$ cat config.mk
export PLATFORM = sky130hd
export DESIGN_NAME = mem_arbiter_flat
export DESIGN_NICKNAME = d
export VERILOG_FILES = /design/src/rtl/mem_arbiter_if.sv /design/src/rtl/mem_arbiter.sv /design/src/flat_wrapper.sv
export SDC_FILE = /design/constraint.sdc
export NUM_CORES = 1
export LEC_CHECK = 0
export BUFFER_PORTS_ARGS = -buffer_cell sky130_fd_sc_hd__buf_2
export CAP_MARGIN = 10
export CORE_AREA = 2 2 275 277
export DETAILED_ROUTE_END_ITERATION = 8
export DIE_AREA = 0 0 277 279
export PLACE_DENSITY = 0.4
export SYNTH_ARGS = -nofsm -noshare
export SYNTH_HDL_FRONTEND = slang
export SYNTH_SLANG_ARGS = --single-unit
$ cat constraint.sdc
create_clock -name clk -period 3.2 [get_ports clk]
set_clock_uncertainty 0.05 [all_clocks]
set_input_delay 0.16 -clock clk [delete_from_list [all_inputs] [get_ports clk]]
set_output_delay 0.16 -clock clk [all_outputs]
set_load 0.01 [all_outputs]
$ cat src/rtl/mem_arbiter_if.sv
// Bundle of client (I-cache, D-cache) and physical memory signals around mem_arbiter.
// master = arbiter view, slave = caches plus physical memory view.
interface mem_arbiter_if #(
    parameter int ADDR_WIDTH = 16,
    parameter int LINE_WIDTH = 128
) ();
    logic                  i_read;
    logic [ADDR_WIDTH-1:0] i_address;
    logic [LINE_WIDTH-1:0] i_rdata;
    logic                  i_resp;

    logic                  d_read;
    logic                  d_write;
    logic [ADDR_WIDTH-1:0] d_address;
    logic [LINE_WIDTH-1:0] d_wdata;
    logic [LINE_WIDTH-1:0] d_rdata;
    logic                  d_resp;

    logic                  pmem_read;
    logic                  pmem_write;
    logic [ADDR_WIDTH-1:0] pmem_address;
    logic [LINE_WIDTH-1:0] pmem_wdata;
    logic [LINE_WIDTH-1:0] pmem_rdata;
    logic                  pmem_resp;

    modport master (
        input  i_read, i_address, d_read, d_write, d_address, d_wdata, pmem_rdata, pmem_resp,
        output i_rdata, i_resp, d_rdata, d_resp, pmem_read, pmem_write, pmem_address, pmem_wdata
    );

    modport slave (
        output i_read, i_address, d_read, d_write, d_address, d_wdata, pmem_rdata, pmem_resp,
        input  i_rdata, i_resp, d_rdata, d_resp, pmem_read, pmem_write, pmem_address, pmem_wdata
    );
endinterface

$ cat src/rtl/mem_arbiter.sv
// Round-robin arbiter merging I-cache and D-cache line transfers onto one memory port.
// Each grant is held until pmem_resp, followed by one dead cycle before re-arbitration.
module mem_arbiter #(
    parameter int ADDR_WIDTH = 16,
    parameter int LINE_WIDTH = 128
) (
    input  logic          clk,
    input  logic          rst_n,
    mem_arbiter_if.master bus
);
    typedef enum logic [1:0] {IDLE, SERVE_I, SERVE_D, DONE} state_t;

    localparam logic GRANT_I = 1'b0;
    localparam logic GRANT_D = 1'b1;

    state_t                state_q, state_d;
    logic                  last_grant_q, last_grant_d;
    logic                  pmem_read_q, pmem_read_d;
    logic                  pmem_write_q, pmem_write_d;
    logic [ADDR_WIDTH-1:0] pmem_address_q, pmem_address_d;
    logic [LINE_WIDTH-1:0] pmem_wdata_q, pmem_wdata_d;
    logic                  d_req;
    logic                  pick_d;

    always_ff @(posedge clk or negedge rst_n) begin
        if (!rst_n) begin
            state_q        <= IDLE;
            last_grant_q   <= GRANT_I;
            pmem_read_q    <= 1'b0;
            pmem_write_q   <= 1'b0;
            pmem_address_q <= '0;
            pmem_wdata_q   <= '0;
        end else begin
            state_q        <= state_d;
            last_grant_q   <= last_grant_d;
            pmem_read_q    <= pmem_read_d;
            pmem_write_q   <= pmem_write_d;
            pmem_address_q <= pmem_address_d;
            pmem_wdata_q   <= pmem_wdata_d;
        end
    end

    always_comb begin
        state_d        = state_q;
        last_grant_d   = last_grant_q;
        pmem_read_d    = pmem_read_q;
        pmem_write_d   = pmem_write_q;
        pmem_address_d = pmem_address_q;
        pmem_wdata_d   = pmem_wdata_q;
        d_req          = bus.d_read | bus.d_write;
        pick_d         = 1'b0;

        case (state_q)
            IDLE: begin
                // On a conflict the side opposite the previous grant wins.
                pick_d = d_req && (!bus.i_read || (last_grant_q == GRANT_I));
                if (pick_d) begin
                    state_d        = SERVE_D;
                    last_grant_d   = GRANT_D;
                    pmem_address_d = bus.d_address;
                    pmem_wdata_d   = bus.d_wdata;
                    pmem_write_d   = bus.d_write;
                    pmem_read_d    = !bus.d_write;
                end else if (bus.i_read) begin
                    state_d        = SERVE_I;
                    last_grant_d   = GRANT_I;
                    pmem_address_d = bus.i_address;
                    pmem_read_d    = 1'b1;
                end
            end
            SERVE_I, SERVE_D: begin
                if (bus.pmem_resp) begin
                    state_d      = DONE;
                    pmem_read_d  = 1'b0;
                    pmem_write_d = 1'b0;
                end
            end
            DONE:    state_d = IDLE;
            default: state_d = IDLE;
        endcase
    end

    // Completion and read data are steered only to the side currently being served.
    assign bus.i_resp       = (state_q == SERVE_I) && bus.pmem_resp;
    assign bus.d_resp       = (state_q == SERVE_D) && bus.pmem_resp;
    assign bus.i_rdata      = (state_q == SERVE_I) ? bus.pmem_rdata : '0;
    assign bus.d_rdata      = (state_q == SERVE_D) ? bus.pmem_rdata : '0;
    assign bus.pmem_read    = pmem_read_q;
    assign bus.pmem_write   = pmem_write_q;
    assign bus.pmem_address = pmem_address_q;
    assign bus.pmem_wdata   = pmem_wdata_q;
endmodule

$ cat src/flat_wrapper.sv
// flat-port wrapper written by rule: the top's interface ports become plain ports
module mem_arbiter_flat 
#(
    parameter int ADDR_WIDTH = 16,
    parameter int LINE_WIDTH = 128
)
  (clk, rst_n, bus_i_read, bus_i_address, bus_d_read, bus_d_write, bus_d_address, bus_d_wdata, bus_pmem_rdata, bus_pmem_resp, bus_i_rdata, bus_i_resp, bus_d_rdata, bus_d_resp, bus_pmem_read, bus_pmem_write, bus_pmem_address, bus_pmem_wdata);
  mem_arbiter_if #(.ADDR_WIDTH(ADDR_WIDTH), .LINE_WIDTH(LINE_WIDTH)) bus_i ();
  input  logic clk;
  input  logic rst_n;
  input wire logic [$bits(bus_i.i_read)-1:0] bus_i_read;
  input wire logic [$bits(bus_i.i_address)-1:0] bus_i_address;
  input wire logic [$bits(bus_i.d_read)-1:0] bus_d_read;
  input wire logic [$bits(bus_i.d_write)-1:0] bus_d_write;
  input wire logic [$bits(bus_i.d_address)-1:0] bus_d_address;
  input wire logic [$bits(bus_i.d_wdata)-1:0] bus_d_wdata;
  input wire logic [$bits(bus_i.pmem_rdata)-1:0] bus_pmem_rdata;
  input wire logic [$bits(bus_i.pmem_resp)-1:0] bus_pmem_resp;
  output wire logic [$bits(bus_i.i_rdata)-1:0] bus_i_rdata;
  output wire logic [$bits(bus_i.i_resp)-1:0] bus_i_resp;
  output wire logic [$bits(bus_i.d_rdata)-1:0] bus_d_rdata;
  output wire logic [$bits(bus_i.d_resp)-1:0] bus_d_resp;
  output wire logic [$bits(bus_i.pmem_read)-1:0] bus_pmem_read;
  output wire logic [$bits(bus_i.pmem_write)-1:0] bus_pmem_write;
  output wire logic [$bits(bus_i.pmem_address)-1:0] bus_pmem_address;
  output wire logic [$bits(bus_i.pmem_wdata)-1:0] bus_pmem_wdata;
  assign bus_i.i_read = bus_i_read;
  assign bus_i.i_address = bus_i_address;
  assign bus_i.d_read = bus_d_read;
  assign bus_i.d_write = bus_d_write;
  assign bus_i.d_address = bus_d_address;
  assign bus_i.d_wdata = bus_d_wdata;
  assign bus_i.pmem_rdata = bus_pmem_rdata;
  assign bus_i.pmem_resp = bus_pmem_resp;
  assign bus_i_rdata = bus_i.i_rdata;
  assign bus_i_resp = bus_i.i_resp;
  assign bus_d_rdata = bus_i.d_rdata;
  assign bus_d_resp = bus_i.d_resp;
  assign bus_pmem_read = bus_i.pmem_read;
  assign bus_pmem_write = bus_i.pmem_write;
  assign bus_pmem_address = bus_i.pmem_address;
  assign bus_pmem_wdata = bus_i.pmem_wdata;
  mem_arbiter #(.ADDR_WIDTH(ADDR_WIDTH), .LINE_WIDTH(LINE_WIDTH)) u_core (.clk(clk), .rst_n(rst_n), .bus(bus_i));
endmodule
==> results of run 1 <==
critical path, delay by kind of cell (launching register included):
kind	cells	cell delay [ns]
adders and majority gates	1	0.54
buffers and inverters	3	0.71
and+or+nand+nor	1	0.18
DFF	1	0.43
logic make-up (layout without fill, tap and decap cells):
family / Yosys count / in the layout / synth area share
and+or+nand+nor: 282 / 282 / 0.215
AOI/OAI and AO/OA: 26 / 26 / 0.0198
muxes: 148 / 148 / 0.253
other: 0 / 3 / 0
buffers and inverters: 49 / 901 / 0.0366
DFF: 149 / 149 / 0.468
adders and majority gates: 5 / 5 / 0.00785
what timing repair did:
item                       in CTS  in global routing
resized for setup               0                  0
hold buffers                  157                  0
setup endpoints to repair       0                  0
hold endpoints to repair      237                  0
layout by cell type (no fill, tap or decap), types with 4 or more instances in the layout:
cell type / synthesis / layout
buf_2: 2 / 696
and2_1: 258 / 258
dlygate4sd3_1: 0 / 157
dfrtp_1: 149 / 149
mux2_4: 100 / 100
mux2_2: 30 / 30
nand2_1: 20 / 19
mux2i_1: 18 / 18
clkbuf_16: 0 / 17
o21ai_0: 16 / 16
buf_4: 0 / 9
inv_8: 0 / 7
a21oi_1: 4 / 4
buf_12: 0 / 4
layout make-up:
type                            count  share of cell area
Timing Repair Buffer              867               0.352
Inverter                            3            0.000760
Clock inverter                     14              0.0138
Antenna cell                        3            0.000507
Clock buffer                       17              0.0287
Tap cell                          969              0.0819
Multi-Input combinational cell    461               0.271
Sequential cell                   149               0.252
per-stage QoR:
stage / setup slack [ns] / hold WS, ns / power, mW / cells
6_report: 0.585 / 0.0365 / 12.8 / 2483
5_1_grt: 0.397 / 0.0416 / 13.6 / 2483
4_1_cts: 0.530 / 0.00304 / 13.0 / 2480
3_5_place_dp: 0.893 / 0.300 / 10.4 / 2292
3_3_place_gp: 0.941 / 0.285 / 10.4 / 2292
2_1_floorplan: 1.53 / -0.186 / 7.43 / 659
metal layers:
| layer | vias up | share of wire | GRT usage |
|---|---|---|---|
| met4 | 2 | 0.033 | 0.0400 |
| met5 | - | 0.00022 | 0 |
| li1 | 3824 | - | - |
| met1 | 3842 | 0.37 | 0.121 |
| met3 | 102 | 0.068 | 0.0308 |
| met2 | 522 | 0.53 | 0.218 |
worst max-delay path by stage:
stage                                             to  cells past startpoint                     startpoint  slack (ns)
2_1_floorplan       u_core.bus.pmem_read$_DFFE_PN0P_                      5  u_core.state_q[0]$_DFFE_PN0P_        1.53
3_3_place_gp   u_core.bus.pmem_wdata[70]$_DFFE_PN0P_                      6  u_core.state_q[0]$_DFFE_PN0P_        0.94
3_5_place_dp   u_core.bus.pmem_wdata[24]$_DFFE_PN0P_                      6  u_core.state_q[0]$_DFFE_PN0P_        0.89
4_1_cts                             bus_i_rdata[102]                      5  u_core.state_q[1]$_DFFE_PN0P_        0.53
5_1_grt                             bus_i_rdata[102]                      5  u_core.state_q[1]$_DFFE_PN0P_        0.40
6_report                            bus_i_rdata[102]                      5  u_core.state_q[1]$_DFFE_PN0P_        0.59
registers in the layout (all words and copies together) (netlist names):
register                 count
u_core.bus.pmem_write        1
u_core.bus.pmem_wdata      128
u_core.bus.pmem_address     16
u_core.state_q               2
u_core.last_grant_q          1
u_core.bus.pmem_read         1
power by group through the flow:
stage | sequential (mW) | combinational, mW | clock [mW]
global placement | 3.49 | 6.93 | 0
global route | 3.59 | 7.58 | 2.44
CTS | 3.48 | 7.13 | 2.38
detailed placement | 3.46 | 6.97 | 0
finish | 3.46 | 7.03 | 2.27
floorplan | 3.82 | 3.61 | 0
synthesized netlist by cell type (all sizes together):
master   count  share of area
o2bb2ai      1         0.0019
and2       258           0.20
inv          3         0.0014
a211oi       1        0.00094
mux2i       18          0.023
nor2b        2         0.0016
nand2       20         0.0094
a2bb2oi      1         0.0019
o31ai        1        0.00094
ha           5         0.0078
clkbuf      30          0.014
o21ai       16          0.010
a31oi        1        0.00079
buf         16          0.021
nor2         1        0.00047
a21oi        4         0.0025
dfrtp      149           0.47
nor3         1        0.00063
o22ai        1        0.00079
mux2       130           0.23
==> results.toml, run 1 <==
[setup_path]
crit_arrival_ns = 2.40
r2r_cells = 6
slowest_stage = "ha_4"
worstSetupPathType = "reg -> out"
endpoint_kind = "output pin"
worstReg2RegEnd = "u_core.bus.pmem_wdata[24]$_DFFE_PN0P_"
crit_fanout = 68
rr_startpoint = "u_core.state_q[0]$_DFFE_PN0P_"
crit_chain = "inv_1 > ha_4 > buf_4 > and2_1 > buf_2"
rrSetupSlack_ns = 0.91
worstPathRequired_ns = 2.99
cp-start-kind = "register"
slowest_delay_ns = 0.54

[synth]
syn-cell-area_um2 = 7970
ys_ff_latch = 149
synth_area_per_cell_um2 = 12.1
synth-seq-area-share = 0.468
synth.distinct_cells = 22
yosysWarnings = 0
synth_nets = 958
synthCells = 659

[routing]
routedWlPerCell_um = 18.5
routed_wl_um = 45900
drtPass1Iterations = 4
vias_per_cell = 3.34
ant_nets = 0
vias = 8292
drc_errors = 0
dr.first_iter.drc_count = 229

[run]
maxCapViolations = 0

[sta]
hold_viol_final = 0
setup_viol = 0
timing.slew.headroom = 0.362
final.setup.tns_ns = 0
grt_setup_unrepaired = "false"
final.period_utilization = 0.817
drv_slew = 0
worst_pin_slew_ns = 0.957
max_freq_ghz = 0.382
period_minus_slack_ns = 2.61

[min_path]
min_path_cells = 3
min_to = "u_core.bus.pmem_address[3]$_DFFE_PN0P_"
hp-class = "in -> reg"
worstHoldStart = "bus_i_address[3]"

[power_and_ir_drop]
pwr-share-comb = 0.551
p_sw_frac = 0.397
cellLeakagePower_nw = 7.95
ir_drop_mv = 0.568
clkPwrFrac = 0.178
power_density_nw_per_um2 = 861
seq_power_share = 0.272
p_int_mw = 7.69
p_sw_mw = 5.06

[cells_and_area]
multiInputGateArea_um2 = 4010
drive_gt1_frac = 0.580
fin_nets = 1798
final_util = 0.200
final_area_um2 = 14800
area_delta_synth_final_pct = 85.8
fill_cells = 8190
regArea_um2 = 3730

[global_route]
track_usage = 0.115
grt_pass1_vias = 8884
grt_pass1_wl_um = 63600
grt_max_degree = 96
antenna_found_initial = 37
grt-ovfl-total = 0

[clock_tree]
cts_buffers = 17
postCtsSetupRepairBufs = 0
cts_tree = "built"
clk_path_buf_depth = 2
cts_max_level = 4
clkSinkCount = 149
cts-root-buf = "clkbuf_16"
clk_latency_ns = 0.46
clk_pin_slew_ns = 0.08

[placed_design]
routabilityCongestion = 0.864
placed_area_um2 = 12600
port_buffers = 697
hpwl_um = 38600

[die]
rows = 100
io_pins = 698
die_area_um2 = 77300
die_h_um = 279
design.core.area_um2 = 74100
start_util = 0.108
die_x_um = 277

[status]
status = "finished clean"
(Power assumes the default switching activity.)
==> run 2, diff against run 1 <==
--- a/config.mk
+++ b/config.mk
@@ -7,10 +7,10 @@
 export LEC_CHECK = 0
 export BUFFER_PORTS_ARGS = -buffer_cell sky130_fd_sc_hd__buf_2
 export CAP_MARGIN = 10
-export CORE_AREA = 2 2 275 277
+export CORE_AREA = 2 2 268 270
 export DETAILED_ROUTE_END_ITERATION = 8
-export DIE_AREA = 0 0 277 279
-export PLACE_DENSITY = 0.4
+export DIE_AREA = 0 0 270 272
+export PLACE_DENSITY = 0.42
 export SYNTH_ARGS = -nofsm -noshare
 export SYNTH_HDL_FRONTEND = slang
 export SYNTH_SLANG_ARGS = --single-unit
==> constraint.sdc (replaced) <==
create_clock -name clk -period 2.3 [get_ports clk]
set_clock_uncertainty 0.05 [all_clocks]
set_input_delay 0.115 -clock clk [delete_from_list [all_inputs] [get_ports clk]]
set_output_delay 0.115 -clock clk [all_outputs]
set_load 0.01 [all_outputs]
==> run 2 against run 1 <==
First-iteration DRC count shrank 12%; die area shrank 5.0%; power grew 40%; cell area grew 1.3%; sequential cell count is the same; critical path type unchanged; highest routed layer unchanged.
==> results.toml, run 2 (synthesis results as in run 1) <==
[power_and_ir_drop]
power_density_nw_per_um2 = 1190
ir_drop_mv = 0.682
total_power_mw = 17.9
cellLeakagePower_nw = 8.05

[die]
die_h_um = 272
design.core.area_um2 = 70800
die_x_um = 270
die_area_um2 = 73400
rows = 98
io_pins = 698
start_util = 0.113

[setup_path]
rrSetupSlack_ns = 0.28
cpLargestDelayFamily = "buffers and inverters"
endpoint_kind = "output pin"
slowest_delay_ns = 0.42
worstSetupPathType = "reg -> out"
crit_arrival_ns = 1.96
cp_num_cells = 5
cp-endpoint = "bus_i_rdata[102]"
crit_start = "u_core.state_q[1]$_DFFE_PN0P_"
crit_fanout = 34
worstReg2RegEnd = "u_core.bus.pmem_wdata[117]$_DFFE_PN0P_"
slowest_stage = "dfrtp_1"
worstPathRequired_ns = 2.13
r2r_cells = 5
cp.buffers_inverters = 3
cp-start-kind = "register"
crit_chain = "inv_1 > ha_4 > buf_12 > and2_1 > buf_2"
rr_startpoint = "u_core.state_q[0]$_DFFE_PN0P_"

[routing]
vias = 8307
drtPass1Iterations = 4
routed_wl_um = 47500
vias_per_cell = 3.33
drc_errors = 0
routedWlPerCell_um = 19.0
ant_nets = 0
dr.first_iter.drc_count = 202

[cells_and_area]
final_util = 0.212
final_cell_mix = "696 x buf_2, 258 x and2_1, 154 x dlygate4sd3_1, 149 x dfrtp_1, 100 x mux2_4"
drive_gt1_frac = 0.587
final_common_cell = "buf_2"
final_area_um2 = 15000
largest_reg_flops = 128
area_delta_synth_final_pct = 88.2
fin_nets = 1815

[sta]
max_freq_ghz = 0.470
final.period_utilization = 0.926
drv_slew = 0
setup_viol = 0
period_minus_slack_ns = 2.13
final.setup.tns_ns = 0
worst_pin_slew_ns = 0.896
grt_setup_unrepaired = "false"
timing.slew.headroom = 0.403
hold_viol_final = 0

[clock_tree]
cts_max_level = 4
clk_latency_ns = 0.44
cts_buffers = 17
clk_path_buf_depth = 2
cts_tree = "built"
cts-root-buf = "clkbuf_16"
clkSinkCount = 149
clk_pin_slew_ns = 0.08

[global_route]
grt_max_degree = 66
track_usage = 0.124
grt_pass1_wl_um = 64100
grt_pass1_vias = 8676
antenna_found_initial = 50
grt-ovfl-total = 0

[status]
status = "finished clean"

[min_path]
worstHoldStart = "bus_d_address[6]"
hp-class = "in -> reg"

[placed_design]
port_buffers = 697
placed_area_um2 = 12700
hpwl_um = 39800
routabilityCongestion = 0.851

[run]
maxCapViolations = 0
## run 2: changes by cell type in the layout (fill, tap and decap cells not counted), sizes merged
cell,previous run,this run
buf,710,730
diode,3,14
dlygate4sd3,157,154
bufinv,3,1
clkbuf,17,18
clkinvlp,0,1
inv,12,13
## run 2: layer usage
layer  global-route usage  up-vias  wire length [um]  share of wire
met2                0.233      548             24800           0.52
met1                0.131     3779             17200           0.36
met4               0.0522        4              1790          0.038
met5                    0        -                27        0.00057
met3               0.0311      107              3660          0.077
li1                     -     3869                 -              -
## run 2: worst min-delay path by stage
stage                     slack [ns]                                      to  cells after the start
final                           0.02  u_core.bus.pmem_address[6]$_DFFE_PN0P_                      3
after global placement          0.11  u_core.bus.pmem_wdata[104]$_DFFE_PN0P_                      1
after detailed placement        0.12    u_core.bus.pmem_wdata[9]$_DFFE_PN0P_                      1
after CTS                      0.004  u_core.bus.pmem_address[6]$_DFFE_PN0P_                      3
after global routing            0.02  u_core.bus.pmem_address[6]$_DFFE_PN0P_                      3
after floorplan                -0.23  u_core.bus.pmem_address[0]$_DFFE_PN0P_                      0
## run 2: worst reg2reg max path, stage by stage, from the launching register on
cell	delay, ns
dfrtp_1	0.45
inv_1	0.14
ha_1	0.26
nand2_4	0.36
buf_12	0.29
mux2_2	0.37
## run 2: layout make-up
type	instances	area, um2
clock buffers	18	439
diodes	14	35.0
well taps	950	1190
clock inverters	14	154
repair buffers	884	5440
fillers	7758	55700
inverters	3	11.3
multi-input cells	461	4010
flip-flops and latches	149	3730
## run 2: power breakdown
group / switching [mW] / internal (mW) / leakage [nW]
Sequential: 0.837 / 3.98 / 1.77
Clock: 1.31 / 1.57 / 0.294
Combinational: 4.89 / 5.28 / 5.99
## run 2: stage by stage
| step | instances | hold slack, ns | setup slack [ns] |
|---|---|---|---|
| floorplan | 659 | -0.231 | 0.633 |
| global placement | 2286 | 0.111 | 0.279 |
| detailed placement | 2286 | 0.119 | 0.231 |
| CTS | 2478 | 0.00440 | 0.00826 |
| global route | 2484 | 0.0230 | 0.0356 |
| finish | 2493 | 0.0169 | 0.170 |
## run 2: timing repair
item                       4_1_cts  5_1_grt
resized for setup                0        1
hold endpoints to repair       202        0
hold buffers                   154        0
gates cloned                     0        0
setup buffers                    6        1
pin swaps                        1        0
setup endpoints to repair      154        6
==> run 3, diff against run 2 <==
--- a/config.mk
+++ b/config.mk
@@ -10,6 +10,7 @@
 export CORE_AREA = 2 2 268 270
 export DETAILED_ROUTE_END_ITERATION = 8
 export DIE_AREA = 0 0 270 272
+export HOLD_SLACK_MARGIN = 0.02
 export PLACE_DENSITY = 0.42
 export SYNTH_ARGS = -nofsm -noshare
 export SYNTH_HDL_FRONTEND = slang
==> run 3 against run 2 <==
Sequential share of layout area fell by 0.058 points; highest routed layer unchanged; hold slack better by 0.030 ns; final cell count about the same; power increased by 0.15%; cell area up 0.23%; register-to-register slack hardly changed; fmax down 1.5%; non-clock buffer count is 5 higher; largest power group unchanged; clock power about the same.
==> results.toml, run 3 (synthesis results as in run 1) <==
[sta]
setup_viol = 0
final.period_utilization = 0.940
drv_slew = 0
max_freq_ghz = 0.462
final.setup.tns_ns = 0
hold_viol_final = 0
grt_setup_unrepaired = "false"
period_minus_slack_ns = 2.16
worst_pin_slew_ns = 0.850
timing.slew.headroom = 0.434

[global_route]
antenna_found_initial = 50
grt_pass1_wl_um = 64200
grt-ovfl-total = 0
grt_pass1_vias = 8698
grt_max_degree = 66
track_usage = 0.124

[cells_and_area]
drive_gt1_frac = 0.585
fin_cells = 2492
largest_reg_flops = 128
final_cell_mix = "696 x buf_2, 258 x and2_1, 159 x dlygate4sd3_1, 149 x dfrtp_1, 100 x mux2_4"
final_common_cell = "buf_2"
fin_nets = 1820
area_delta_synth_final_pct = 88.7

[clock_tree]
cts_max_level = 4
clk_pin_slew_ns = 0.08
cts-root-buf = "clkbuf_16"
cts_buffers = 17
cts_tree = "built"
clkSinkCount = 149
clk_path_buf_depth = 2
clk_latency_ns = 0.44

[routing]
vias = 8337
drc_errors = 0
routed_wl_um = 47500
dr.first_iter.drc_count = 217
ant_nets = 0
drtPass1Iterations = 4
vias_per_cell = 3.35
routedWlPerCell_um = 19.1

[placed_design]
port_buffers = 697
hpwl_um = 39800
routabilityCongestion = 0.851
dp_cells = 2286

[run]
maxCapViolations = 0

[power_and_ir_drop]
ir_drop_mv = 0.682
clkPwrFrac = 0.161
seq_power_share = 0.270
pwr-share-comb = 0.569
cellLeakagePower_nw = 8.07
p_sw_mw = 7.05
p_int_mw = 10.8
p_sw_frac = 0.394
power_density_nw_per_um2 = 1190

[min_path]
min_path_cells = 3
hp-class = "in -> reg"

[setup_path]
endpoint_kind = "output pin"
cp-start-kind = "register"
crit_chain = "inv_1 > ha_4 > buf_12 > and2_1 > buf_2"
crit_fanout = 34
slowest_stage = "dfrtp_1"
worstSetupPathType = "reg -> out"
r2r_cells = 5
crit_arrival_ns = 2.00
worstPathRequired_ns = 2.13
slowest_delay_ns = 0.42

[status]
status = "finished clean"

[die]
io_pins = 698
die_x_um = 270
design.core.area_um2 = 70800
die_h_um = 272
start_util = 0.113
die_area_um2 = 73400
rows = 98
-- run 3: cell types whose count changed in the layout (fill, tap and decap cells not counted) --
cell / delta
diode_2: -6
dlygate4sd3_1: +5
-- run 3: area by class of cell --
class,instances,area (um2)
Sequential cell,149,3730
Clock inverter,14,154
Clock buffer,18,439
Inverter,3,11.3
Timing Repair Buffer,889,5490
Tap cell,950,1190
Multi-Input combinational cell,461,4010
Antenna cell,8,20.0
Fill cell,7747,55700
-- run 3: worst paths after layout --
| path | start | end | slack (ns) |
|---|---|---|---|
| max | u_core.state_q[1]$_DFFE_PN0P_ | bus_i_rdata[102] | 0.14 |
| min | bus_d_address[7] | u_core.bus.pmem_address[7]$_DFFE_PN0P_ | 0.05 |
| max reg2reg | u_core.state_q[0]$_DFFE_PN0P_ | u_core.bus.pmem_wdata[117]$_DFFE_PN0P_ | 0.27 |
| min reg2reg | u_core.bus.pmem_address[1]$_DFFE_PN0P_ | u_core.bus.pmem_address[1]$_DFFE_PN0P_ | 0.43 |
| max in group asynchronous | rst_n | u_core.bus.pmem_wdata[112]$_DFFE_PN0P_ | 1.31 |
| min in group asynchronous | rst_n | u_core.bus.pmem_wdata[13]$_DFFE_PN0P_ | 0.19 |
-- run 3: metal layers --
layer  part of all wire  GRT usage  up-vias
li1                   -          -     3873
met1               0.37      0.132     3787
met2               0.53      0.236      556
met3              0.069     0.0296      119
met4              0.032     0.0471        2
met5            0.00027          0        -
-- run 3: power groups by stage --
stage	clock network [mW]	registers [mW]	logic, mW
2_1_floorplan	0	5.32	5.02
3_3_place_gp	0	4.85	9.71
3_5_place_dp	0	4.78	9.77
4_1_cts	3.00	4.83	10.3
5_1_grt	3.10	5.01	11.0
6_report	2.88	4.82	10.2
-- run 3: per-stage QoR --
step                cell area, um2  utilization  total power [mW]  hold WS (ns)  setup WS, ns
finish                       15000        0.213              17.9        0.0467         0.138
global route                 15000        0.212              19.1        0.0527        0.0356
CTS                          15000        0.212              18.1        0.0238       0.00826
detailed placement           12700        0.180              14.6         0.119         0.231
global placement             12700        0.180              14.6         0.111         0.279
floorplan                     7970            -              10.3        -0.231         0.633
-- run 3: what timing repair did --
action                     4_1_cts  5_1_grt
buffers inserted                 6        1
hold buffers                   159        0
setup endpoints to repair      154        6
hold endpoints to repair       205        0
pin swaps                        1        0
resized for setup                0        1
-- run 3: critical path, delay by kind of cell (launching register included) --
| family | cells | cell delay [ns] |
|---|---|---|
| simple gates | 1 | 0.21 |
| buf+inv | 3 | 0.55 |
| fa+ha+maj | 1 | 0.36 |
| flops | 1 | 0.42 |
